--- config.mk ---
export PLATFORM = sky130hd
export DESIGN_NAME = zx_bus_ctrl
export DESIGN_NICKNAME = d
export VERILOG_FILES = /design/src/rtl/zx_bus_ctrl.sv
export SDC_FILE = /design/constraint.sdc
export NUM_CORES = 1
export LEC_CHECK = 0
export ABC_AREA = 0
export BUFFER_PORTS_ARGS = -buffer_cell sky130_fd_sc_hd__buf_2
export CAP_MARGIN = 0
export CORE_UTILIZATION = 35
export DETAILED_ROUTE_END_ITERATION = 10
export GPL_ROUTABILITY_DRIVEN = 1
export SLEW_MARGIN = 5
export SYNTH_ARGS = -nofsm -noshare
export SYNTH_HDL_FRONTEND = slang
export SYNTH_SLANG_ARGS = --single-unit
--- constraint.sdc ---
create_clock -name clk -period 3.9 [get_ports clk]
set_input_delay 0.39 -clock clk [delete_from_list [all_inputs] [get_ports clk]]
set_output_delay 0.39 -clock clk [all_outputs]
set_load 0.02 [all_outputs]
--- src/rtl/zx_bus_ctrl.sv ---
// zx_bus_ctrl: Z80 bus controller with 128K-style paging, a border port and
// a frame-interrupt generator. I/O port writes are taken from synchronised
// bus copies. The memory mapping is combinational from the raw address.
module zx_bus_ctrl #(
  parameter int PAGE_W   = 3,
  parameter int INT_LEN  = 32,
  parameter int BORDER_W = 3
) (
  input  logic                clk,
  input  logic                reset,
  input  logic [15:0]         A,
  input  logic [7:0]          D,
  input  logic                nMREQ,
  input  logic                nIORQ,
  input  logic                nRD,
  input  logic                nWR,
  input  logic                nM1,
  input  logic                vblank,
  output logic                nINT,
  output logic                mem_rom,
  output logic [PAGE_W-1:0]   mem_page,
  output logic                mem_wren,
  output logic [PAGE_W-1:0]   scr_page,
  output logic [BORDER_W-1:0] border,
  output logic                locked,
  output logic                dbg_int_state
);

  // Handshake: none. The CPU bus is a free-running asynchronous strobe bus.
  // An I/O write is recognised once per synchronised nWR falling edge.

  localparam int RAM_BITS = (PAGE_W < 3) ? PAGE_W : 3;

  typedef enum logic {S_IDLE = 1'b0, S_ASSERT = 1'b1} int_state_t;

  // Synchronisers for the bus strobes, the decoded address bits
  // {A15, A1, A0}, the data bits that are used, and vblank.
  logic       r_wr_s1, r_wr_s2, r_wr_s3;
  logic       r_iorq_s1, r_iorq_s2;
  logic       r_m1_s1, r_m1_s2;
  logic [2:0] r_a_s1, r_a_s2;
  logic [5:0] r_d_s1, r_d_s2;
  logic       r_vb_s1, r_vb_s2, r_vb_prev;
  logic [1:0] r_fill;
  logic       r_vb_arm;

  logic [PAGE_W-1:0]   r_ram_sel;
  logic                r_scr_sel;
  logic                r_rom_sel;
  logic                r_locked;
  logic [BORDER_W-1:0] r_border;

  int_state_t r_state, w_state_nxt;
  logic [7:0] r_cnt, w_cnt_nxt;

  logic w_wr_event, w_border_wr, w_page_wr, w_vb_rise, w_ack;

  // Bring the asynchronous bus and vblank into the clk domain.
  always_ff @(posedge clk) begin
    if (reset) begin
      r_wr_s1   <= 1'b1; r_wr_s2   <= 1'b1; r_wr_s3 <= 1'b1;
      r_iorq_s1 <= 1'b1; r_iorq_s2 <= 1'b1;
      r_m1_s1   <= 1'b1; r_m1_s2   <= 1'b1;
      r_a_s1    <= 3'b0; r_a_s2    <= 3'b0;
      r_d_s1    <= 6'b0; r_d_s2    <= 6'b0;
      r_vb_s1   <= 1'b0; r_vb_s2   <= 1'b0; r_vb_prev <= 1'b0;
      r_fill    <= 2'b00;
      r_vb_arm  <= 1'b0;
    end else begin
      r_wr_s1   <= nWR;       r_wr_s2   <= r_wr_s1;   r_wr_s3 <= r_wr_s2;
      r_iorq_s1 <= nIORQ;     r_iorq_s2 <= r_iorq_s1;
      r_m1_s1   <= nM1;       r_m1_s2   <= r_m1_s1;
      r_a_s1    <= {A[15], A[1], A[0]};
      r_a_s2    <= r_a_s1;
      r_d_s1    <= D[5:0];    r_d_s2    <= r_d_s1;
      r_vb_s1   <= vblank;    r_vb_s2   <= r_vb_s1;   r_vb_prev <= r_vb_s2;
      r_fill    <= {r_fill[0], 1'b1};
      // Only arm edge detection after a genuine low has been seen, so a
      // vblank already high when reset is released does not fire.
      if (r_fill[1] && !r_vb_s2) r_vb_arm <= 1'b1;
    end
  end

  assign w_wr_event  = !r_wr_s2 && r_wr_s3 && !r_iorq_s2;
  assign w_border_wr = w_wr_event && !r_a_s2[0];
  assign w_page_wr   = w_wr_event && !r_a_s2[2] && !r_a_s2[1] && !r_locked;
  assign w_vb_rise   = r_vb_s2 && !r_vb_prev && r_vb_arm;
  assign w_ack       = !r_m1_s2 && !r_iorq_s2;

  // Border and paging registers; one OUT may hit both decodes at once.
  always_ff @(posedge clk) begin
    if (reset) begin
      r_border  <= '0;
      r_ram_sel <= '0;
      r_scr_sel <= 1'b0;
      r_rom_sel <= 1'b0;
      r_locked  <= 1'b0;
    end else begin
      if (w_border_wr) r_border <= r_d_s2[BORDER_W-1:0];
      if (w_page_wr) begin
        r_ram_sel <= PAGE_W'(r_d_s2[RAM_BITS-1:0]);
        r_scr_sel <= r_d_s2[3];
        r_rom_sel <= r_d_s2[4];
        r_locked  <= r_d_s2[5];
      end
    end
  end

  // Interrupt FSM state and pulse counter.
  always_ff @(posedge clk) begin
    if (reset) begin
      r_state <= S_IDLE;
      r_cnt   <= 8'd0;
    end else begin
      r_state <= w_state_nxt;
      r_cnt   <= w_cnt_nxt;
    end
  end

  // Next state: a rising vblank starts a pulse; ack or expiry ends it.
  always_comb begin
    w_state_nxt = r_state;
    w_cnt_nxt   = r_cnt;
    nINT        = 1'b1;
    case (r_state)
      S_IDLE: begin
        if (w_vb_rise) begin
          w_state_nxt = S_ASSERT;
          w_cnt_nxt   = 8'd0;
        end
      end
      S_ASSERT: begin
        nINT = 1'b0;
        if (w_ack || (r_cnt == 8'(INT_LEN - 1))) begin
          w_state_nxt = S_IDLE;
          w_cnt_nxt   = 8'd0;
        end else begin
          w_cnt_nxt = r_cnt + 8'd1;
        end
      end
      default: begin
        w_state_nxt = S_IDLE;
        w_cnt_nxt   = 8'd0;
      end
    endcase
  end

  // Physical mapping of the current CPU access from the raw address.
  always_comb begin
    mem_rom  = 1'b0;
    mem_page = '0;
    case (A[15:14])
      2'b00: begin mem_rom = 1'b1; mem_page = PAGE_W'(r_rom_sel); end
      2'b01: mem_page = PAGE_W'(5);
      2'b10: mem_page = PAGE_W'(2);
      default: mem_page = r_ram_sel;
    endcase
    mem_wren = !nMREQ && !nWR && !mem_rom;
  end

  assign scr_page      = r_scr_sel ? PAGE_W'(7) : PAGE_W'(5);
  assign border        = r_border;
  assign locked        = r_locked;
  assign dbg_int_state = (r_state == S_ASSERT);

endmodule

==> summary.md, run 1 <==
| Metric | Value |
|---|---|
| Outcome | complete, no violations |
| Netlist area before placement | 0.00167 mm² |
| Synth Register Bits | 49 |
| Register area share after synthesis | around 59% |
| Startpoint Class | register |
| Post-Synth Simple-Gate Area | between 20% and 30% |
| 1st-iter DRT viols | 76 |
| Synth Warn # | 0 |
| Post-Synth XOR/XNOR Area | 0% |
| P_leak | 0.000792 µW |
| Crit. End Element | register |
| Max VDD drop | 0.235 mV |
| Mux cell area share after synthesis | 3.59% |
| Router iterations before antenna repair | 5 |
| DR vias | about 1200 |
| Layout cell share with drive strength beyond 1 | between 20% and 30% |
| Post-Synth Adder-Cell Area | less than 1% |
| Worst r2r path cells | 5 |
| IO buf count | 28 |
| Core Rows | 24 |
| Starting Density | a little under two fifths |
| Pwr/cell area | between 400 and 500 mW/mm² |
| RSZ-0062 raised after global routing | no |
| Total CTS buffers | 5 |
| Clk pin slew, worst setup/hold paths | around 90 ps |
| Hold Crit Endpoint | r_m1_s1 |
| Die width | 71.1 µm |
| First-pass GRT wire length | ~4.6 mm |
| Root buffer cell | clkbuf_8 |
| Core Area | between 0.004 and 0.005 mm² |
| Crit path time final | approximately 1700 ps |
| Setup CP Type | reg -> reg |
| GRT Overall Usage | between 10% and 20% |
| Crit path DAT | just under 2000 ps |
| Final HPWL DP | between 1.5 and 2 mm |
| Main combinational cell family by area after synthesis | simple AND/OR/NAND/NOR gates |
| Nets | around 230 |
| Final WL | ~2.6 mm |
| Max frequency | roughly 580 MHz |
| Pin count of the biggest net entering global routing | 50 |
| Skew final | 6.05 ps |
| Fin. Hold Viols | 0 |
| Post-route clock period utilization | 44.6% |
| Slew headroom | 47.3% |
| Hold path startpoint | nM1 |
| WHS Path Cells | 2 |
| Crit-path max FO | 7 |
| # diodes | 0 |
| DR WL/cell | roughly 10 µm |
| Area post-placement | between 0.0015 and 0.002 mm² |
| Most common cell after layout, fill and taps aside | dfxtp_1 |
| Number of global-route vias before repair | 1048 |
| Worst R2R Setup Slack | about 2200 ps |
| Synth Area in Compound Gates | 9.87% |
| Max Slew Vio Count | 0 |
| Resized cells post-CTS | 0 |
| CP most frequent cell | a31oi_1 |
| Most frequent cells in the layout | dfxtp_1, buf_2, nor2_1, nor2b_1, a21oi_1 |
| DIE AREA | 0.00506 mm² |
| Worst Tran Pin Value | 791 ps |
| Total Power | 851 µW |
| CP Cell Sequence | ha_1 > and3_1 > a31oi_1 > o211ai_1 > a31oi_1 |
| Remaining global-route overflow | 0 |
| H-tree depth | 2 |
| Synth Area per Inst | a little under 10 µm² |
| Initial antenna violation count | 0 |
| DRT antenna net count | 0 |
| Dominant synthesized flop cell | dfxtp_1 |
| Vias per cell | 4.60 |
| Reg2reg end | r_cnt[5] |
| I/O pin cnt | 46 |
| Clk sinks | between 40 and 50 |
| Clock buffer depth | 2 |
| CTS Hold Bufs | 0 |
| Area Growth Syn to Fin | 14.9% |
| Die Ht | between 70 and 80 µm |
| Worst reg2reg path startpoint | r_cnt[0] |
| Cell with the largest stage delay on the worst path | a31oi_1 |
| Gpl congestion | approximately 0.76 |
| Maxcap violations | 0 |
| Ys async rst share | 0% |
| Hold WC Path Type | in -> reg |
| Clock Latency Late Sink | approximately 300 ps |
| Filler cells | approximately 450 |
| CTS tree | done |
| EDFF count, synth | 0 |
| Final setup violation count | 0 |
| Req. time, crit path | approximately 4100 ps |
| DRC | 0 |
| Distinct cell type count after synthesis | 30 |
| Syn Inst Count | roughly 170 |
| Design area | approximately 0.0019 mm² |
| Slowest stage delay, CP | around 530 ps |
| Post-CTS Setup Bufs | 0 |
| Final setup TNS | 0 ps |
[area by class of cell]
type	instances	area, µm²	share of cell area (%)
flip-flops and latches	49	981	51.0
multi-input cells	108	627	32.6
clock buffers	6	72.6	3.78
repair buffers	28	140	7.29
inverters	6	22.5	1.17
clock inverters	2	13.8	0.716
well taps	52	65.1	3.39
[cell usage after synthesis (2+ instances only)]
library cell	number	share of area, %
nand3_1	2	0.60
nor2_1	20	4.5
nor3_1	6	1.8
nor2b_1	20	7.5
a21oi_1	14	4.2
a31oi_1	3	1.1
nand3b_1	2	0.90
nand2_1	6	1.3
or2_2	7	2.6
o21a_1	2	0.90
dfxtp_1	49	59
o21ai_0	6	1.8
buf_4	3	1.3
inv_1	6	1.3
mux2i_1	6	3.6
clkbuf_1	5	1.1
[cell families (layout without fill, tap and decap cells)]
family	count (synthesis)	after routing
simple gates	70	70
flops	49	49
compound gates	29	29
mux	6	6
buf+inv	15	42
fa+ha+maj	1	1
other cells	1	2
[per-layer routing]
layer | GRT usage [%] | wire length [µm]
met2 | 18.4 | 1160
met1 | 14.4 | 1280
met3 | 3.99 | 107
met5 | 0 | 0
met4 | 6.67 | 46
[where the power goes]
group | internal [µW] | switching [µW] | leakage (µW)
registers | 515 | 5.11 | 0.000402
clock network | 128 | 161 | 0.0000456
logic | 18.4 | 23.5 | 0.000345
total | 662 | 189 | 0.000792
[critical path, delay by kind of cell, from the launching register on]
| kind | cells | cell delay (ps) |
|---|---|---|
| and+or+nand+nor | 1 | 240 |
| adders and majority gates | 1 | 230 |
| AOI/OAI and AO/OA | 3 | 850 |
| DFF | 1 | 350 |
[registers in the layout (all words and copies together) (netlist names), 2 cells and up]
register,flops
border,3
r_d_s2,6
r_d_s1,6
r_a_s1,3
r_fill,2
r_cnt,8
r_ram_sel,3
r_a_s2,3
[how the worst max path moves through the flow]
stage                          from           end  slack (ps)  cells after the start
after global routing       r_cnt[0]      r_cnt[7]        1950                      5
final                      r_cnt[0]      r_cnt[5]        2160                      5
after floorplan           r_iorq_s2  r_ram_sel[0]        2350                      5
after detailed placement   r_cnt[0]      r_cnt[7]        2140                      5
after CTS                  r_cnt[0]      r_cnt[7]        2160                      5
after global placement     r_cnt[0]      r_cnt[7]        2210                      5
[through the flow]
stage               hold slack [ps]  utilization [%]  std cells  setup slack (ps)
floorplan                       389                -        172              2350
CTS                             262             43.0        251              2160
global placement                392             41.0        243              2210
global route                    265             43.0        251              1950
detailed placement              398             41.0        243              2140
finish                          273             43.0        251              2160
(Power assumes the default switching activity.)
==> run 2: changes to the inputs <==
clock period = 1.74 ns   (was 3.9 ns; I/O delays follow)
==> run 2 against run 1 <==
Against the previous run:
- the flow now finishes with violations (design-rule violations)
- critical path type unchanged
- sequential cell count unchanged
- combinational power is 140% higher
- fmax is 9.4% higher
- cell area grew 3.1%
- sequential power is 130% higher
==> summary.md, run 2 (synthesized netlist as in run 1, its figures left out) <==
| Metric | Value |
|---|---|
| Outcome | complete, but fails checks (was complete, no violations) |
| Failing checks | design-rule violations |
| Final WL | 2.70 mm (was 2.60 mm) |
| Clk pin slew, worst setup/hold paths | 90 ps (about the same) |
| Layout cell share with drive strength beyond 1 | 24.6% (was 22.1%) |
| Post-place setup slack | 109 ps (was 2140 ps) |
| Hold path startpoint | nIORQ (was nM1) |
| Starting Density | 37.4% (unchanged) |
| Max Slew Vio Count | 0 (unchanged) |
| Worst Setup SP | r_iorq_s2 (was r_cnt[0]) |
| Crit. End Element | register (unchanged) |
| Clock Latency Late Sink | 290 ps (was 300 ps) |
| P_leak | 0.000820 µW (was 0.000792 µW) |
| First-pass GRT wire length | 4.59 mm (was 4.58 mm) |
| Hold WC Path Type | in -> reg (unchanged) |
| Root buffer cell | clkbuf_8 (unchanged) |
| Router iterations before antenna repair | 9 (was 5) |
| H-tree depth | 2 (unchanged) |
| Final setup TNS | 0 ps (unchanged) |
| Initial antenna violation count | 0 (unchanged) |
| Core Area | 0.00447 mm² (unchanged) |
| DIE AREA | 0.00506 mm² (unchanged) |
| GRT Overall Usage | 11.6% (was 11.8%) |
| Filler cells | 445 (was 447) |
| Setup slack after layout | 152 ps (was 2160 ps) |
| Gpl congestion | 0.777 (was 0.759) |
| Pwr/cell area | 991 mW/mm² (was 443 mW/mm²) |
| Clock buffer depth | 2 (unchanged) |
| Area post-placement | 0.00188 mm² (was 0.00184 mm²) |
| 1st-iter DRT viols | 95 (was 76) |
| Final setup violation count | 0 (unchanged) |
| Sequential cell area | 981 µm² (unchanged) |
| Most frequent cells in the layout | dfxtp_1, buf_2, nor2_1, nor2b_1, a21oi_1 (unchanged) |
| Most common cell after layout, fill and taps aside | dfxtp_1 (unchanged) |
| Vias per cell | 4.67 (was 4.60) |
| Die width | 71.1 µm (unchanged) |
| Remaining global-route overflow | 0 (unchanged) |
| Pin count of the biggest net entering global routing | 32 (was 50) |
| Final HPWL DP | 1.87 mm (was 1.76 mm) |
| Nets | 235 (was 231) |
| Area Growth Syn to Fin | 18.4% (was 14.9%) |
| Core Rows | 24 (unchanged) |
| Max FFs per register | 8 (unchanged) |
| Crit path time final | 1590 ps (was 1740 ps) |
| Req. time, crit path | 1930 ps (was 4120 ps) |
| I/O pin cnt | 46 (unchanged) |
| Skew final | 5.22 ps (was 6.05 ps) |
| Worst r2r path cells | 4 (was 5) |
| CTS tree | done (unchanged) |
| Die Ht | 71.1 µm (unchanged) |
| Area of the multi-input gates | 631 µm² (was 627 µm²) |
| CTS Hold Bufs | 0 (unchanged) |
| Largest Register | r_cnt (unchanged) |
| Crit path DAT | 1770 ps (was 1960 ps) |
| RSZ-0062 raised after global routing | no (unchanged) |
| DR WL/cell | 10.6 µm (was 10.4 µm) |
| DR vias | 1191 (was 1155) |
| Fin. Hold Viols | 0 (unchanged) |
| Worst reg2reg path startpoint | r_iorq_s2 (was r_cnt[0]) |
| Post-route clock period utilization | 91.3% (was 44.6%) |
| Max frequency | 630 MHz (was 575 MHz) |
| Startpoint Class | register (unchanged) |
| WHS Path Cells | 2 (unchanged) |
| Biggest regs | r_cnt (8), r_d_s1 (6), r_d_s2 (6) (unchanged) |
| DRC | 1 (was 0) |
| Design area | 0.00198 mm² (was 0.00192 mm²) |
| Number of global-route vias before repair | 1043 (was 1048) |
| Placed cell count | 247 (was 243) |
| # diodes | 0 (unchanged) |
| Post-route insts no fill | 255 (was 251) |
| Maxcap violations | 0 (unchanged) |
| Total CTS buffers | 5 (unchanged) |
| Clk sinks | 49 (unchanged) |
| Crit-path max FO | 6 (was 7) |
| DRT antenna net count | 0 (unchanged) |
| IO buf count | 28 (unchanged) |
| Max VDD drop | 0.726 mV (was 0.235 mV) |
| Setup CP Type | reg -> reg (unchanged) |
[run 2: through the flow]
stage,power (µW),util (%),hold slack (ps)
after floorplan,1260,-,278
after global placement,1300,42.0,356
after detailed placement,1300,42.0,360
after CTS,2000,44.2,41.5
after global routing,2060,44.3,40.3
final,1960,44.3,55.0
[run 2: worst max-delay path, stage by stage, from the launching register on]
cell     delay, ps
dfxtp_1        350
or3b_4         450
or4_4          470
mux2i_1        160
nor2_1          50
[run 2: final timing paths]
| kind | endpoint | slack [ps] |
|---|---|---|
| max | r_ram_sel[0] | 150 |
| min | r_iorq_s1 | 60 |
| max reg2reg | r_ram_sel[0] | 150 |
| min reg2reg | r_wr_s2 | 420 |
[run 2: layout make-up]
cell class / count / area share [%]
Tap cell: 52 / 3.28
Sequential cell: 49 / 49.5
Clock buffer: 6 / 4.17
Clock inverter: 2 / 0.821
Timing Repair Buffer: 32 / 9.22
Inverter: 6 / 1.14
Multi-Input combinational cell: 108 / 31.8
[run 2: timing repair]
item,CTS,global route
buffers inserted,0,0
setup endpoints to repair,0,1
resized for setup,0,1
[run 2: report_power, final]
part	leakage [µW]	total, µW	switching (µW)	internal, µW
clock network	0.0000478	695	368	327
registers	0.000402	1170	11.8	1160
logic	0.000371	102	54.2	47.6
total	0.000820	1960	434	1530
[run 2: metal layers]
| metal | GRT usage, % | vias up | share of wire (%) |
|---|---|---|---|
| li1 | - | 624 | - |
| met1 | 16.1 | 543 | 53 |
| met2 | 17.0 | 22 | 43 |
| met3 | 3.42 | 2 | 3.7 |
| met4 | 4.67 | 0 | 0.70 |
| met5 | 0 | - | 0 |
==> run 3: changes to the inputs <==
clock period = 1.3 ns   (was 1.74 ns; I/O delays follow)
==> run 3 against run 2 <==
Against the previous run:
- setup slack worse by 350 ps
- highest routed layer unchanged
- combinational power up 42%
- largest power group unchanged
- the flow finishes with violations (negative setup slack)
- register-to-register slack worse by 350 ps
==> summary.md, run 3 (synthesized netlist as in run 1, its figures left out) <==
| Metric | Value |
|---|---|
| H-tree depth | 2 (unchanged) |
| DR WL/cell | 11.1 µm (was 10.6 µm) |
| Worst path top cell family by delay | simple AND/OR/NAND/NOR gates (unchanged) |
| Slowest stage delay, CP | 390 ps (was 470 ps) |
| Post-place setup slack | -252 ps (was 109 ps) |
| Max VDD drop | 0.782 mV (was 0.726 mV) |
| Most frequent cells in the layout | dfxtp_1, buf_2, nor2b_1 (was dfxtp_1, buf_2, nor2_1, nor2b_1, a21oi_1) |
| Die width | 71.1 µm (unchanged) |
| Core Rows | 24 (unchanged) |
| # diodes | 0 (unchanged) |
| Router iterations before antenna repair | 4 (was 9) |
| Skew final | 5.58 ps (was 5.22 ps) |
| Met2 Usage GRT | 20.8% (was 17.0%) |
| Final setup violation count | 6 (was 0) |
| Failing checks | negative setup slack (was design-rule violations) |
| Starting Density | 37.4% (unchanged) |
| Outcome | complete, but fails checks (unchanged) |
| P_leak | 0.000868 µW (was 0.000820 µW) |
| Clock buffer depth | 2 (unchanged) |
| Clk sinks | 49 (unchanged) |
| 1st-iter DRT viols | 41 (was 95) |
| Setup CP Type | reg -> reg (unchanged) |
| Initial antenna violation count | 0 (unchanged) |
| Clock Latency Late Sink | 290 ps (about the same) |
| CTS Hold Bufs | 0 (unchanged) |
| RSZ-0062 raised after global routing | yes (was no) |
| CTS tree | done (unchanged) |
| Number of global-route vias before repair | 1151 (was 1043) |
| Layout cell share with drive strength beyond 1 | 32.1% (was 24.6%) |
| Biggest regs | r_cnt (8), r_d_s1 (6), r_d_s2 (6) (unchanged) |
| Largest Register | r_cnt (unchanged) |
| Maxcap violations | 0 (unchanged) |
| Gpl congestion | 0.762 (was 0.777) |
| DR vias | 1224 (was 1191) |
| Setup slack after layout | -201 ps (was 152 ps) |
| Pwr/cell area | 1250 mW/mm² (was 991 mW/mm²) |
| I/O pin cnt | 46 (unchanged) |
| Root buffer cell | clkbuf_8 (unchanged) |
| IO buf count | 28 (unchanged) |
| Clk pin slew, worst setup/hold paths | 80 ps (was 90 ps) |
| Total CTS buffers | 5 (unchanged) |
| Crit path DAT | 1680 ps (was 1770 ps) |
| Crit-path max FO | 5 (was 6) |
| Area Growth Syn to Fin | 25.1% (was 18.4%) |
| Final WL | 2.94 mm (was 2.70 mm) |
| Final HPWL DP | 1.95 mm (was 1.87 mm) |
| First-pass GRT wire length | 4.99 mm (was 4.59 mm) |
| Top Usage Layer GRT | met2 (unchanged) |
| Vias per cell | 4.64 (was 4.67) |
| Buf/Inv on CP | 2 (was 0) |
| Met3 usage | 3.28% (was 3.42%) |
| Remaining global-route overflow | 0 (unchanged) |
| Crit. End Element | register (unchanged) |
| Hold WC Path Type | in -> reg (unchanged) |
| DRT antenna net count | 0 (unchanged) |
| DRC | 0 (was 1) |
| Most common cell after layout, fill and taps aside | dfxtp_1 (unchanged) |
| Pin count of the biggest net entering global routing | 50 (was 32) |
| GRT Overall Usage | 12.6% (was 11.6%) |
| Die Ht | 71.1 µm (unchanged) |
| Post-layout util | 46.8% (was 44.3%) |
| Met1 GRT Util | 15.5% (was 16.1%) |
| Req. time, crit path | 1480 ps (was 1930 ps) |
| Max FFs per register | 8 (unchanged) |
| Crit path time final | 1500 ps (was 1590 ps) |
| Cell with the largest stage delay on the worst path | or3b_4 (was or4_4) |
| CP Cell Sequence | or3b_4 > buf_4 > nor4_2 > buf_4 > mux2i_1 > nor2_1 (was or3b_4 > or4_4 > mux2i_1 > nor2_1) |
| CP most frequent cell | buf_4 |
| Post-route clock period utilization | 115% (was 91.3%) |
| Core Area | 0.00447 mm² (unchanged) |
| Startpoint Class | register (unchanged) |
| Max Slew Vio Count | 0 (unchanged) |
| Nets | 244 (was 235) |
| Fin. Hold Viols | 0 (unchanged) |
| DIE AREA | 0.00506 mm² (unchanged) |
| Max frequency | 666 MHz (was 630 MHz) |
==> run 3: final timing paths <==
| check | end | cells past startpoint | slack (ps) | from |
|---|---|---|---|---|
| max reg2reg | r_scr_sel | 6 | -200 | r_wr_s2 |
| min | r_m1_s1 | 2 | 10 | nM1 |
| max | r_scr_sel | 6 | -200 | r_wr_s2 |
| min reg2reg | r_wr_s2 | 1 | 420 | r_wr_s1 |
==> run 3: final cells by class <==
class,count,area [µm²]
Fill cell,427,2380
Sequential cell,49,985
Multi-Input combinational cell,108,674
Timing Repair Buffer,41,250
Clock buffer,6,82.6
Tap cell,52,65.1
Inverter,6,22.5
Clock inverter,2,13.8
==> run 3: what timing repair did <==
action	in CTS	in global routing
pin swaps	1	5
gates resized for setup	4	9
buffers inserted	1	0
endpoints found under the setup margin	10	15
==> run 3: metal layers <==
metal	wire [µm]	part of all wire [%]
met5	0	0
met4	36	1.2
met3	103	3.5
met2	1380	47
met1	1410	48
==> run 3: power by group <==
group	internal, µW	leakage (µW)	switching, µW
Sequential	1550	0.000402	15.5
Clock	431	0.0000512	476
Combinational	68.1	0.000415	77.1
==> run 3: metrics by stage <==
stage                     area, µm²  hold slack [ps]  std cells  setup TNS, ps  power (µW)
final                          2090             14.6        264          -1010        2610
after detailed placement       1950              316        255          -1280        1740
after global routing           2090             9.21        264          -1680        2730
after CTS                      2070             2.81        264          -1100        2650
after floorplan                1690              234        172           -817        1680
after global placement         1950              318        255          -1060        1740
